$ cat src/rtl/clock_health_monitor_if.sv
// -----------------------------------------------------------------------------
// clock_health_monitor_if
//
// Groups the frequency-sample bus and the LMK reload handshake between the
// clock health monitor and its neighbours (frequency counter + uWire loader).
//
// Signals
//   sample_stb   1-cycle pulse: fc_osc/fc_td carry a new window result
//   fc_osc[31:0] oscillator frequency count for the last window (Hz)
//   fc_td[31:0]  TD clock frequency count for the last window (Hz)
//   reload_done  1-cycle pulse from the loader: uWire reload finished
//   reload_req   level from the monitor: reload requested, held until done
//
// Modports
//   master  frequency counter / loader side (drives samples and reload_done)
//   slave   monitor side (consumes samples, drives reload_req)
// -----------------------------------------------------------------------------
interface clock_health_monitor_if;
  logic        sample_stb;
  logic [31:0] fc_osc;
  logic [31:0] fc_td;
  logic        reload_done;
  logic        reload_req;

  modport master (
    output sample_stb,
    output fc_osc,
    output fc_td,
    output reload_done,
    input  reload_req
  );

  modport slave (
    input  sample_stb,
    input  fc_osc,
    input  fc_td,
    input  reload_done,
    output reload_req
  );
endinterface

$ cat src/rtl/clock_health_monitor.sv
// -----------------------------------------------------------------------------
// clock_health_monitor
//
// Supervises the clock subsystem from the 125 MHz oscillator domain. Each
// measurement window delivers an oscillator and a TD frequency count; these
// are checked against their nominal values with an inclusive tolerance. The
// LMK and MMCM lock flags arrive asynchronously and are synchronised here.
// Clocks are declared good after a run of good samples; a run of bad samples
// or any loss of lock raises a fault, which requests a reload of the LMK
// configuration. Reloads are bounded; once exhausted the monitor parks in
// DEAD until software clears the sticky flags.
//
// Ports
//   clk            in   125 MHz oscillator clock
//   rst_n          in   synchronous reset, active low
//   mon_if         slave modport: sample bus + reload handshake
//   cc_locked      in   LMK lock flag, asynchronous
//   mmcm_locked    in   MMCM lock flag, asynchronous
//   clr_sticky     in   1-cycle pulse: clear sticky flags and leave DEAD
//   clk_ok         out  1 only while in OK (registered, lags OK entry by 1)
//   fault_osc      out  sticky: oscillator sample out of tolerance seen
//   fault_td       out  sticky: TD sample out of tolerance seen
//   fault_lol      out  sticky: loss of lock seen
//   lol_count      out  loss-of-lock events, saturating at 16'hFFFF
//   reload_count   out  reloads issued since reset / clr_sticky
//   state          out  FSM state code (INIT=0 OK=1 FAULT=2 RELOAD=3
//                       HOLDOFF=4 DEAD=5)
// -----------------------------------------------------------------------------
module clock_health_monitor #(
  parameter int unsigned FREQ_OSC_NOM   = 125000000,
  parameter int unsigned FREQ_TD_NOM    = 250000000,
  parameter int unsigned TOL_HZ         = 50000,
  parameter int unsigned GOOD_COUNT     = 4,
  parameter int unsigned BAD_COUNT      = 2,
  parameter int unsigned HOLDOFF_CYCLES = 125000000,
  parameter int unsigned MAX_RELOADS    = 3
) (
  input  logic                         clk,
  input  logic                         rst_n,
  clock_health_monitor_if.slave        mon_if,
  input  logic                         cc_locked,
  input  logic                         mmcm_locked,
  input  logic                         clr_sticky,
  output logic                         clk_ok,
  output logic                         fault_osc,
  output logic                         fault_td,
  output logic                         fault_lol,
  output logic [15:0]                  lol_count,
  output logic [3:0]                   reload_count,
  output logic [2:0]                   state
);

  typedef enum logic [2:0] {
    ST_INIT    = 3'd0,
    ST_OK      = 3'd1,
    ST_FAULT   = 3'd2,
    ST_RELOAD  = 3'd3,
    ST_HOLDOFF = 3'd4,
    ST_DEAD    = 3'd5
  } state_e;

  // Nominal values and tolerance widened to 33-bit signed so that a count
  // below nominal yields a negative difference instead of wrapping.
  localparam logic signed [32:0] OSC_NOM_S = 33'(FREQ_OSC_NOM);
  localparam logic signed [32:0] TD_NOM_S  = 33'(FREQ_TD_NOM);
  localparam logic signed [32:0] TOL_S     = 33'(TOL_HZ);

  localparam logic [3:0]  GOOD_N    = 4'(GOOD_COUNT);
  localparam logic [3:0]  BAD_N     = 4'(BAD_COUNT);
  localparam logic [3:0]  MAX_N     = 4'(MAX_RELOADS);
  localparam logic [31:0] HOLD_LAST = 32'(HOLDOFF_CYCLES - 1);

  // |count - nominal| <= TOL_HZ, inclusive on both sides.
  function automatic logic in_tol(input logic [31:0] cnt,
                                  input logic signed [32:0] nom);
    logic signed [32:0] diff;
    diff = $signed({1'b0, cnt}) - nom;
    return (diff <= TOL_S) && (diff >= -TOL_S);
  endfunction

  // ---------------------------------------------------------------------------
  // Lock synchronisers and loss-of-lock edge detect
  // ---------------------------------------------------------------------------
  logic cc_meta, cc_sync;
  logic mmcm_meta, mmcm_sync;
  logic lock_ok, lock_ok_q;
  logic lol_event;

  // NOTE: reset is sampled inside the clocked block (synchronous); the
  // synchroniser flops are cleared too so lock_ok starts low and its first
  // rise after reset is never mistaken for a loss.
  always_ff @(posedge clk) begin
    if (!rst_n) begin
      cc_meta   <= 1'b0;
      cc_sync   <= 1'b0;
      mmcm_meta <= 1'b0;
      mmcm_sync <= 1'b0;
      lock_ok_q <= 1'b0;
    end else begin
      // NOTE: non-blocking assignments make every flop sample the pre-edge
      // value, which is what gives the two-stage synchroniser its depth.
      cc_meta   <= cc_locked;
      cc_sync   <= cc_meta;
      mmcm_meta <= mmcm_locked;
      mmcm_sync <= mmcm_meta;
      lock_ok_q <= lock_ok;
    end
  end

  assign lock_ok   = cc_sync & mmcm_sync;
  // One-cycle pulse on the 1->0 transition of the synchronised lock.
  assign lol_event = lock_ok_q & ~lock_ok;

  // ---------------------------------------------------------------------------
  // Sample check pipeline: results registered one cycle after sample_stb
  // ---------------------------------------------------------------------------
  state_e state_q;
  logic   sample_vld;
  logic   osc_good;
  logic   td_good;
  logic   sample_good;

  always_ff @(posedge clk) begin
    if (!rst_n) begin
      sample_vld <= 1'b0;
      osc_good   <= 1'b0;
      td_good    <= 1'b0;
    end else begin
      // Strobes arriving while the LMK settles are dropped at the source.
      sample_vld <= mon_if.sample_stb && (state_q != ST_HOLDOFF);
      osc_good   <= in_tol(mon_if.fc_osc, OSC_NOM_S);
      td_good    <= in_tol(mon_if.fc_td,  TD_NOM_S);
    end
  end

  // Lock state is judged at the time the FSM consumes the sample.
  assign sample_good = osc_good & td_good & lock_ok;

  // ---------------------------------------------------------------------------
  // Supervisor FSM with registered outputs
  // ---------------------------------------------------------------------------
  logic [3:0]  good_cnt;
  logic [3:0]  bad_cnt;
  logic [31:0] hold_cnt;
  logic [3:0]  reload_count_q;
  logic        reload_req_q;
  logic        clk_ok_q;

  always_ff @(posedge clk) begin
    if (!rst_n) begin
      state_q        <= ST_INIT;
      good_cnt       <= '0;
      bad_cnt        <= '0;
      hold_cnt       <= '0;
      reload_count_q <= '0;
      reload_req_q   <= 1'b0;
      clk_ok_q       <= 1'b0;
    end else begin
      clk_ok_q <= (state_q == ST_OK);

      // Clearing the sticky flags also restarts the reload budget.
      if (clr_sticky) begin
        reload_count_q <= '0;
      end

      case (state_q)
        ST_INIT: begin
          // A lock loss counts as a bad sample: qualification restarts.
          if (lol_event || (sample_vld && !sample_good)) begin
            good_cnt <= '0;
          end else if (sample_vld) begin
            if (good_cnt + 4'd1 == GOOD_N) begin
              state_q  <= ST_OK;
              good_cnt <= '0;
              bad_cnt  <= '0;
            end else begin
              good_cnt <= good_cnt + 4'd1;
            end
          end
        end

        ST_OK: begin
          if (lol_event) begin
            state_q  <= ST_FAULT;
            good_cnt <= '0;
            bad_cnt  <= '0;
          end else if (sample_vld) begin
            if (!sample_good) begin
              if (bad_cnt + 4'd1 == BAD_N) begin
                state_q  <= ST_FAULT;
                good_cnt <= '0;
                bad_cnt  <= '0;
              end else begin
                bad_cnt <= bad_cnt + 4'd1;
              end
            end else begin
              bad_cnt <= '0;
            end
          end
        end

        // Single-cycle decision point: retry while budget remains.
        ST_FAULT: begin
          good_cnt <= '0;
          bad_cnt  <= '0;
          if (reload_count_q < MAX_N) begin
            state_q        <= ST_RELOAD;
            reload_count_q <= reload_count_q + 4'd1;
            reload_req_q   <= 1'b1;
          end else begin
            state_q <= ST_DEAD;
          end
        end

        ST_RELOAD: begin
          if (mon_if.reload_done) begin
            state_q      <= ST_HOLDOFF;
            reload_req_q <= 1'b0;
            hold_cnt     <= '0;
            good_cnt     <= '0;
            bad_cnt      <= '0;
          end
        end

        // Entered with hold_cnt=0, so INIT follows exactly HOLDOFF_CYCLES
        // cycles after entry.
        ST_HOLDOFF: begin
          if (hold_cnt == HOLD_LAST) begin
            state_q  <= ST_INIT;
            good_cnt <= '0;
            bad_cnt  <= '0;
          end else begin
            hold_cnt <= hold_cnt + 32'd1;
          end
        end

        ST_DEAD: begin
          if (clr_sticky) begin
            state_q  <= ST_INIT;
            good_cnt <= '0;
            bad_cnt  <= '0;
          end
        end

        default: begin
          state_q  <= ST_INIT;
          good_cnt <= '0;
          bad_cnt  <= '0;
        end
      endcase
    end
  end

  // ---------------------------------------------------------------------------
  // Sticky fault flags and loss-of-lock counter
  // ---------------------------------------------------------------------------
  logic        osc_set;
  logic        td_set;
  logic [15:0] lol_count_q;

  assign osc_set = sample_vld & ~osc_good & (state_q != ST_HOLDOFF);
  assign td_set  = sample_vld & ~td_good  & (state_q != ST_HOLDOFF);

  always_ff @(posedge clk) begin
    if (!rst_n) begin
      fault_osc   <= 1'b0;
      fault_td    <= 1'b0;
      fault_lol   <= 1'b0;
      lol_count_q <= '0;
    end else begin
      // A set event in the same cycle as clr_sticky keeps the flag high.
      fault_osc <= osc_set   | (fault_osc & ~clr_sticky);
      fault_td  <= td_set    | (fault_td  & ~clr_sticky);
      fault_lol <= lol_event | (fault_lol & ~clr_sticky);
      if (lol_event && (lol_count_q != 16'hFFFF)) begin
        lol_count_q <= lol_count_q + 16'd1;
      end
    end
  end

  assign mon_if.reload_req = reload_req_q;
  assign clk_ok            = clk_ok_q;
  assign lol_count         = lol_count_q;
  assign reload_count      = reload_count_q;
  assign state             = state_q;

endmodule

$ cat src/flat_wrapper.sv
// flat-port wrapper written by rule: the top's interface ports become plain ports
module clock_health_monitor_flat 
#(
  parameter int unsigned FREQ_OSC_NOM   = 125000000,
  parameter int unsigned FREQ_TD_NOM    = 250000000,
  parameter int unsigned TOL_HZ         = 50000,
  parameter int unsigned GOOD_COUNT     = 4,
  parameter int unsigned BAD_COUNT      = 2,
  parameter int unsigned HOLDOFF_CYCLES = 125000000,
  parameter int unsigned MAX_RELOADS    = 3
)
  (clk, rst_n, cc_locked, mmcm_locked, clr_sticky, clk_ok, fault_osc, fault_td, fault_lol, lol_count, reload_count, state, mon_if_sample_stb, mon_if_fc_osc, mon_if_fc_td, mon_if_reload_done, mon_if_reload_req);
  clock_health_monitor_if mon_if_i ();
  input  logic clk;
  input  logic rst_n;
  input  logic cc_locked;
  input  logic mmcm_locked;
  input  logic clr_sticky;
  output logic clk_ok;
  output logic fault_osc;
  output logic fault_td;
  output logic fault_lol;
  output logic [15:0] lol_count;
  output logic [3:0] reload_count;
  output logic [2:0] state;
  input wire logic [$bits(mon_if_i.sample_stb)-1:0] mon_if_sample_stb;
  input wire logic [$bits(mon_if_i.fc_osc)-1:0] mon_if_fc_osc;
  input wire logic [$bits(mon_if_i.fc_td)-1:0] mon_if_fc_td;
  input wire logic [$bits(mon_if_i.reload_done)-1:0] mon_if_reload_done;
  output wire logic [$bits(mon_if_i.reload_req)-1:0] mon_if_reload_req;
  assign mon_if_i.sample_stb = mon_if_sample_stb;
  assign mon_if_i.fc_osc = mon_if_fc_osc;
  assign mon_if_i.fc_td = mon_if_fc_td;
  assign mon_if_i.reload_done = mon_if_reload_done;
  assign mon_if_reload_req = mon_if_i.reload_req;
  clock_health_monitor #(.FREQ_OSC_NOM(FREQ_OSC_NOM), .FREQ_TD_NOM(FREQ_TD_NOM), .TOL_HZ(TOL_HZ), .GOOD_COUNT(GOOD_COUNT), .BAD_COUNT(BAD_COUNT), .HOLDOFF_CYCLES(HOLDOFF_CYCLES), .MAX_RELOADS(MAX_RELOADS)) u_core (.clk(clk), .rst_n(rst_n), .mon_if(mon_if_i), .cc_locked(cc_locked), .mmcm_locked(mmcm_locked), .clr_sticky(clr_sticky), .clk_ok(clk_ok), .fault_osc(fault_osc), .fault_td(fault_td), .fault_lol(fault_lol), .lol_count(lol_count), .reload_count(reload_count), .state(state));
endmodule
$ cat config.mk
export PLATFORM = sky130hd
export DESIGN_NAME = clock_health_monitor_flat
export DESIGN_NICKNAME = d
export VERILOG_FILES = /design/src/rtl/clock_health_monitor_if.sv /design/src/rtl/clock_health_monitor.sv /design/src/flat_wrapper.sv
export SDC_FILE = /design/constraint.sdc
export NUM_CORES = 1
export LEC_CHECK = 0
export ABC_AREA = 1
export BUFFER_PORTS_ARGS = -buffer_cell sky130_fd_sc_hd__buf_2
export CORE_MARGIN = 5
export CORE_UTILIZATION = 45
export DETAILED_ROUTE_END_ITERATION = 12
export MAX_ROUTING_LAYER = met4
export PLACE_DENSITY_LB_ADDON = 0.05
export SETUP_SLACK_MARGIN = 0.15
export SLEW_MARGIN = 20
export SYNTH_ARGS = -nofsm -noshare
export SYNTH_HDL_FRONTEND = slang
export SYNTH_SLANG_ARGS = --single-unit
export TNS_END_PERCENT = 30
$ cat constraint.sdc
create_clock -name clk -period 5.5 [get_ports clk]
set_clock_uncertainty 0.05 [all_clocks]
set_input_delay 1.375 -clock clk [delete_from_list [all_inputs] [get_ports clk]]
set_output_delay 1.375 -clock clk [all_outputs]
set_load 0.005 [all_outputs]
Word-level counts from Yosys, hierarchy flattened
Index checks and enable logic that the tools add are counted.

operators by class
  add/sub/neg operators = 7
  $lt $le $gt $ge = 5
  eq/ne operators = 22
  mux-type cells = 40
  bitwise logic cells = 18
  reduce and logical (&&, ||, !) cells = 15

operator list
  operator                                                          count
  2-to-1 mux 4 bit                                                  20
  >= comparator 33 x 17 -> 1 bit, second input constant             2
  less-or-equal comparator 33 x 17 -> 1 bit, second input constant  2
  2-to-1 mux 32 bit                                                 2
  case mux 32 bit (2 select lines)                                  1
  case mux 4 bit (5 select lines)                                   2
  2-to-1 mux 3 bit                                                  11
  subtractor 32 x 27 -> 33 bit, second input constant               1
  subtractor 32 x 28 -> 33 bit, second input constant               1
  adder 32 x 1 -> 32 bit, second input constant                     1
  == test 32 x 27 -> 1 bit, second input constant                   1
  case mux 3 bit (6 select lines)                                   1
  adder 16 x 1 -> 16 bit, second input constant                     1
  inequality test 16 bit, second input constant                     1
  AND reduction 7 bit                                               2
  adder 4 x 1 -> 4 bit, second input constant                       3
  bitwise AND 1 bit                                                 11
  AND reduction 9 bit                                               1
  inequality test 2 x 1 -> 1 bit, second input constant             4
  inequality test 2 bit, second input constant                      4
  == test 3 x 2 -> 1 bit, second input constant                     2
  == test 3 bit, second input constant                              2
  inequality test 3 x 1 -> 1 bit, second input constant             2
  inequality test 3 x 2 -> 1 bit, second input constant             2
  other kinds (15)                                                  27

storage, ports and cells
  register bits = 76
  output and inout bits = 28
  logic and storage cells = 126

Depth between registers and ports, before layout
  depth after elaboration = 7
  gate-level depth with buffers = 17

Worst setup path after synthesis
OpenSTA, ideal clock, no wires.

  path type = input port to flip-flop
  start = input mon_if_fc_osc[6]
  end = register u_core.osc_good
  setup time = 0.058 ns
  arrival = 2.816 ns
  slack = 2.576 ns
  cell stages on the path = 14
  path buffers = 0
  cells stage by stage = inv_1 -> ha_1 -> inv_1 -> a21oi_1 -> nand2_1 -> nand2_1 -> o21bai_1 -> nand2_1 -> nand2_1 -> a21oi_1 -> nand3_1 -> nor3_1 -> nand2_1 -> nand2_1

on the way
  longest elaborated chain between the ends = 3
  elaborated cells between the ends (all ways) = 4
  those cells by class = add/sub: 1; order compare: 2; reduce/logical: 1

RTL lines
  element                                                                                             RTL line                     source
  start, declared                                                                                     flat_wrapper.sv:27           input wire logic [$bits(mon_if_i.fc_osc)-1:0] mon_if_fc_osc;
  subtractor 32 x 27 -> 33 bit *                                                                      clock_health_monitor.sv:77   diff = $signed({1'b0, cnt}) - nom;
  less-or-equal comparator 33 x 17 -> 1 bit / >= comparator 33 x 17 -> 1 bit (equally long branches)  clock_health_monitor.sv:78   return (diff <= TOL_S) && (diff >= -TOL_S);
  logical AND 1 bit *                                                                                 clock_health_monitor.sv:78
  end signal, assigned                                                                                clock_health_monitor.sv:131  osc_good <= in_tol(mon_if.fc_osc, OSC_NOM_S);
  end, declared                                                                                       clock_health_monitor.sv:119  logic osc_good;

Every way passes the cells marked *; elsewhere a longest branch is shown, timed or not.
A chain may end at the register's enable or synchronous reset.

Final worst setup path
  start = input rst_n
  end = register u_core.lol_count_q[7], in the netlist u_core.lol_count[7]

RTL lines
  element               RTL line                     source
  start, declared       flat_wrapper.sv:15           input logic rst_n;
  end signal, assigned  clock_health_monitor.sv:276  lol_count_q <= lol_count_q + 16'd1;
  end, declared         clock_health_monitor.sv:259  logic [15:0] lol_count_q;

No word-level cell between the ends.

==> reports/qor.yml <==
grt:
  gr-usage-all-layers_pct: 21.66
  grt_overflow: 0
  antenna_found_initial: 0
  grt_pass1_vias: 6217
  grt_max_degree: 34
  grt_pass1_wl_mm: 28.81
worst_setup_path:
  critPathArrivalTime_ns: 3.29
  r2r-start: "u_core.hold_cnt[25]"
  rr_worst_depth: 9
  required_ns: 5.68
  cp-start-kind: "primary input"
  rrSetupSlack_ns: 3.19
  crit_type: "primary input to flop"
  crit_path_max_fanout: 33
  crit_start: "rst_n"
  end_kind: "flop"
  reg2reg_to: "u_core.hold_cnt[25]"
finish:
  multiInputGateArea_um2: 4139
  design_area_um2: 7164
  final_common_cell: "nand2_1"
  nets: 1232
  drive_gt1_share_pct: 12.68
  area_growth_pct: 15.44
  most-common-layout-cells: "nand2_1 (281), nor2_1 (148), inv_1 (120)"
  diodes: 0
  nFillCells: 1440
  area.sequential_um2: 1521
clock_network:
  clk_latency_ns: 0.33
  cts_hold_buffers: 0
  cts_tree: "built"
  root_buffer: "clkbuf_16"
  ctsResizeCount: 0
  cts_buffer_depth: 2
  post-cts-setup-buffer-count: 0
  cts_num_sinks: 76
  clk_pin_slew_ns: 0.06
  cts_inserted_buffers: 9
  cts_htree_levels: 3
drt:
  drtIter0Drc: 391
  ant_nets: 0
  firstDrtPassIters: 5
  routedWlPerCell_um: 13.02
  vias: 6858
  viasPerCell: 5.153
  post-route-drc-count: 0
  wl_mm: 17.33
power:
  switching_power_w: 0.0005761
  p_int_w: 0.001143
  p_comb_share_pct: 27.4
  seq_power_share_pct: 36.7
  max-vdd-ir-drop_mv: 0.1646
  pwr-share-clk_pct: 35.9
  p_per_area_nw_per_um2: 240.0
  swShare_pct: 33.51
  p_leak_nw: 3.232
  power_w: 0.001719
floorplanning:
  coreArea_um2: 13720
  die_w_um: 127.4
  die_area_um2: 16240
  initial_utilization_pct: 45.23
  io_pins: 99
  die_h_um: 127.4
  num_rows: 43
sta:
  fin_hold_ws_ns: 0.3618
  max-slew-margin-rel_pct: 33.67
  setup_viol: 0
  max_freq_ghz: 0.3211
  worstMarginPinSlew_ns: 0.9889
  setup_tns_ns: 0
  finalMaxSlewViolations: 0
  period_share_pct: 56.63
  hold_violations: 0
  period_needed_ns: 3.115
  rsz0062_at_grt: "false"
synthesis:
  yosys_warnings: 0
  netlist_instances: 1051
  syn_nets: 1135
  synth_ff_type: "dfxtp_1"
  ys_seq_elements: 76
  syn_area_um2: 6206
  avgSynthCellArea_um2: 5.905
  synth.area.top_cells: "dfxtp_1 (25%), nand2_1 (17%), nor2_1 (9.0%), nand3_1 (7.4%), inv_1 (7.3%)"
  ys_seq_area_share_pct: 24.52
  synthDistinctLibCells: 50
  synth_edf_count: 0
  ys_async_sr_fraction_pct: 0
  yosys.area.top_type_share_pct: 24.52
  yosys.area.top_type: "dfxtp_1"
worst_hold_path:
  worstHoldEndpoint: "u_core.cc_sync"
  hold_class: "flop to flop"
  hold_start: "u_core.cc_meta"
  holdPathStages: 2
place:
  gp_congestion: 0.9297
  placedInstanceArea_um2: 6860
  io_buffers: 98
  hpwlAfterDp_mm: 14.12
outcome:
  status: "completed"
flow_run:
  cap_violations: 0
==> registers in the layout, indices dropped and copies added (netlist names) <==
| signal | count |
|---|---|
| u_core.bad_cnt | 4 |
| u_core.cc_meta | 1 |
| u_core.cc_sync | 1 |
| u_core.clk_ok | 1 |
| u_core.fault_lol | 1 |
| u_core.fault_osc | 1 |
| u_core.fault_td | 1 |
| u_core.good_cnt | 4 |
| u_core.hold_cnt | 32 |
| u_core.lock_ok_q | 1 |
| u_core.lol_count | 16 |
| u_core.mmcm_meta | 1 |
| u_core.mmcm_sync | 1 |
| u_core.mon_if.reload_req | 1 |
| u_core.osc_good | 1 |
| u_core.reload_count | 4 |
| u_core.sample_vld | 1 |
| u_core.state | 3 |
| u_core.td_good | 1 |
==> cells in the mapped netlist, types with 2 or more instances <==
master,number
inv_2,4
nand4_1,26
dfxtp_1,76
and2_1,3
ha_1,13
o21ai_0,32
o211ai_1,2
nor4_1,8
or2_0,2
nand2_2,5
xor2_1,18
buf_2,4
clkinv_1,2
nor2_4,2
a211oi_1,5
o31ai_1,2
clkbuf_1,7
nor2_1,148
nor2_2,3
nor4_2,2
a31oi_1,4
nor3_2,4
inv_1,121
o21ai_1,4
o211a_1,3
buf_6,2
nor3_1,50
nand2_1,281
or2_2,6
nor3b_1,3
o21bai_1,2
o21a_1,2
nand3b_1,14
xnor2_1,16
nand3_1,92
a21oi_1,69
==> worst max-delay path: stages <==
cell and delay, ns:
buf_2 0.45, clkinv_1 0.96, a211oi_1 0.49
==> how the worst max path moves through the flow <==
| stage | to | slack, ns |
|---|---|---|
| final | u_core.lol_count[7] | 2.39 |
| after global placement | u_core.td_good | 2.25 |
| after floorplan | u_core.osc_good | 2.58 |
| after CTS | u_core.td_good | 2.53 |
| after detailed placement | u_core.td_good | 2.18 |
| after global routing | u_core.reload_count[0] | 2.09 |
==> stage by stage <==
step	instances	worst slack, ns	util, %
after global routing	1331	2.087	52.22
after floorplan	1051	2.576	-
after global placement	1317	2.251	50.00
after detailed placement	1317	2.183	50.00
after CTS	1331	2.529	52.22
final	1331	2.385	52.22
==> final cells by class <==
| type | instances | area share (%) |
|---|---|---|
| Multi-Input combinational cell | 835 | 57.77 |
| Timing Repair Buffer | 99 | 6.951 |
| Tap cell | 180 | 3.144 |
| Clock inverter | 5 | 1.100 |
| Inverter | 127 | 6.654 |
| Sequential cell | 76 | 21.24 |
| Clock buffer | 9 | 3.144 |
==> routing by layer <==
layer	up-vias	GRT usage, %	wire (um)
li1	3654	-	-
met1	3007	29.12	8426
met2	178	34.69	7875
met3	19	2.926	815
met4	0	5.047	215
met5	-	-	0
==> kinds of logic after synthesis <==
family | after synthesis | synth area share (%)
AND/OR/NAND/NOR | 655 | 47.10
XOR/XNOR | 34 | 4.798
AO/OA/AOI/OAI | 133 | 12.18
flip-flops | 76 | 24.52
adder cells (fa/ha/maj) | 13 | 2.621
buffers and inverters | 140 | 8.790
==> power by group through the flow <==
stage | combinational (W) | sequential, W | clock, W
6_report | 0.000472 | 0.000631 | 0.000616
5_1_grt | 0.000534 | 0.000638 | 0.000650
4_1_cts | 0.000472 | 0.000631 | 0.000629
3_5_place_dp | 0.000470 | 0.000643 | 0
3_3_place_gp | 0.000472 | 0.000642 | 0
2_1_floorplan | 0.000346 | 0.000635 | 0
Note: power is estimated with default switching activity, not from simulation.
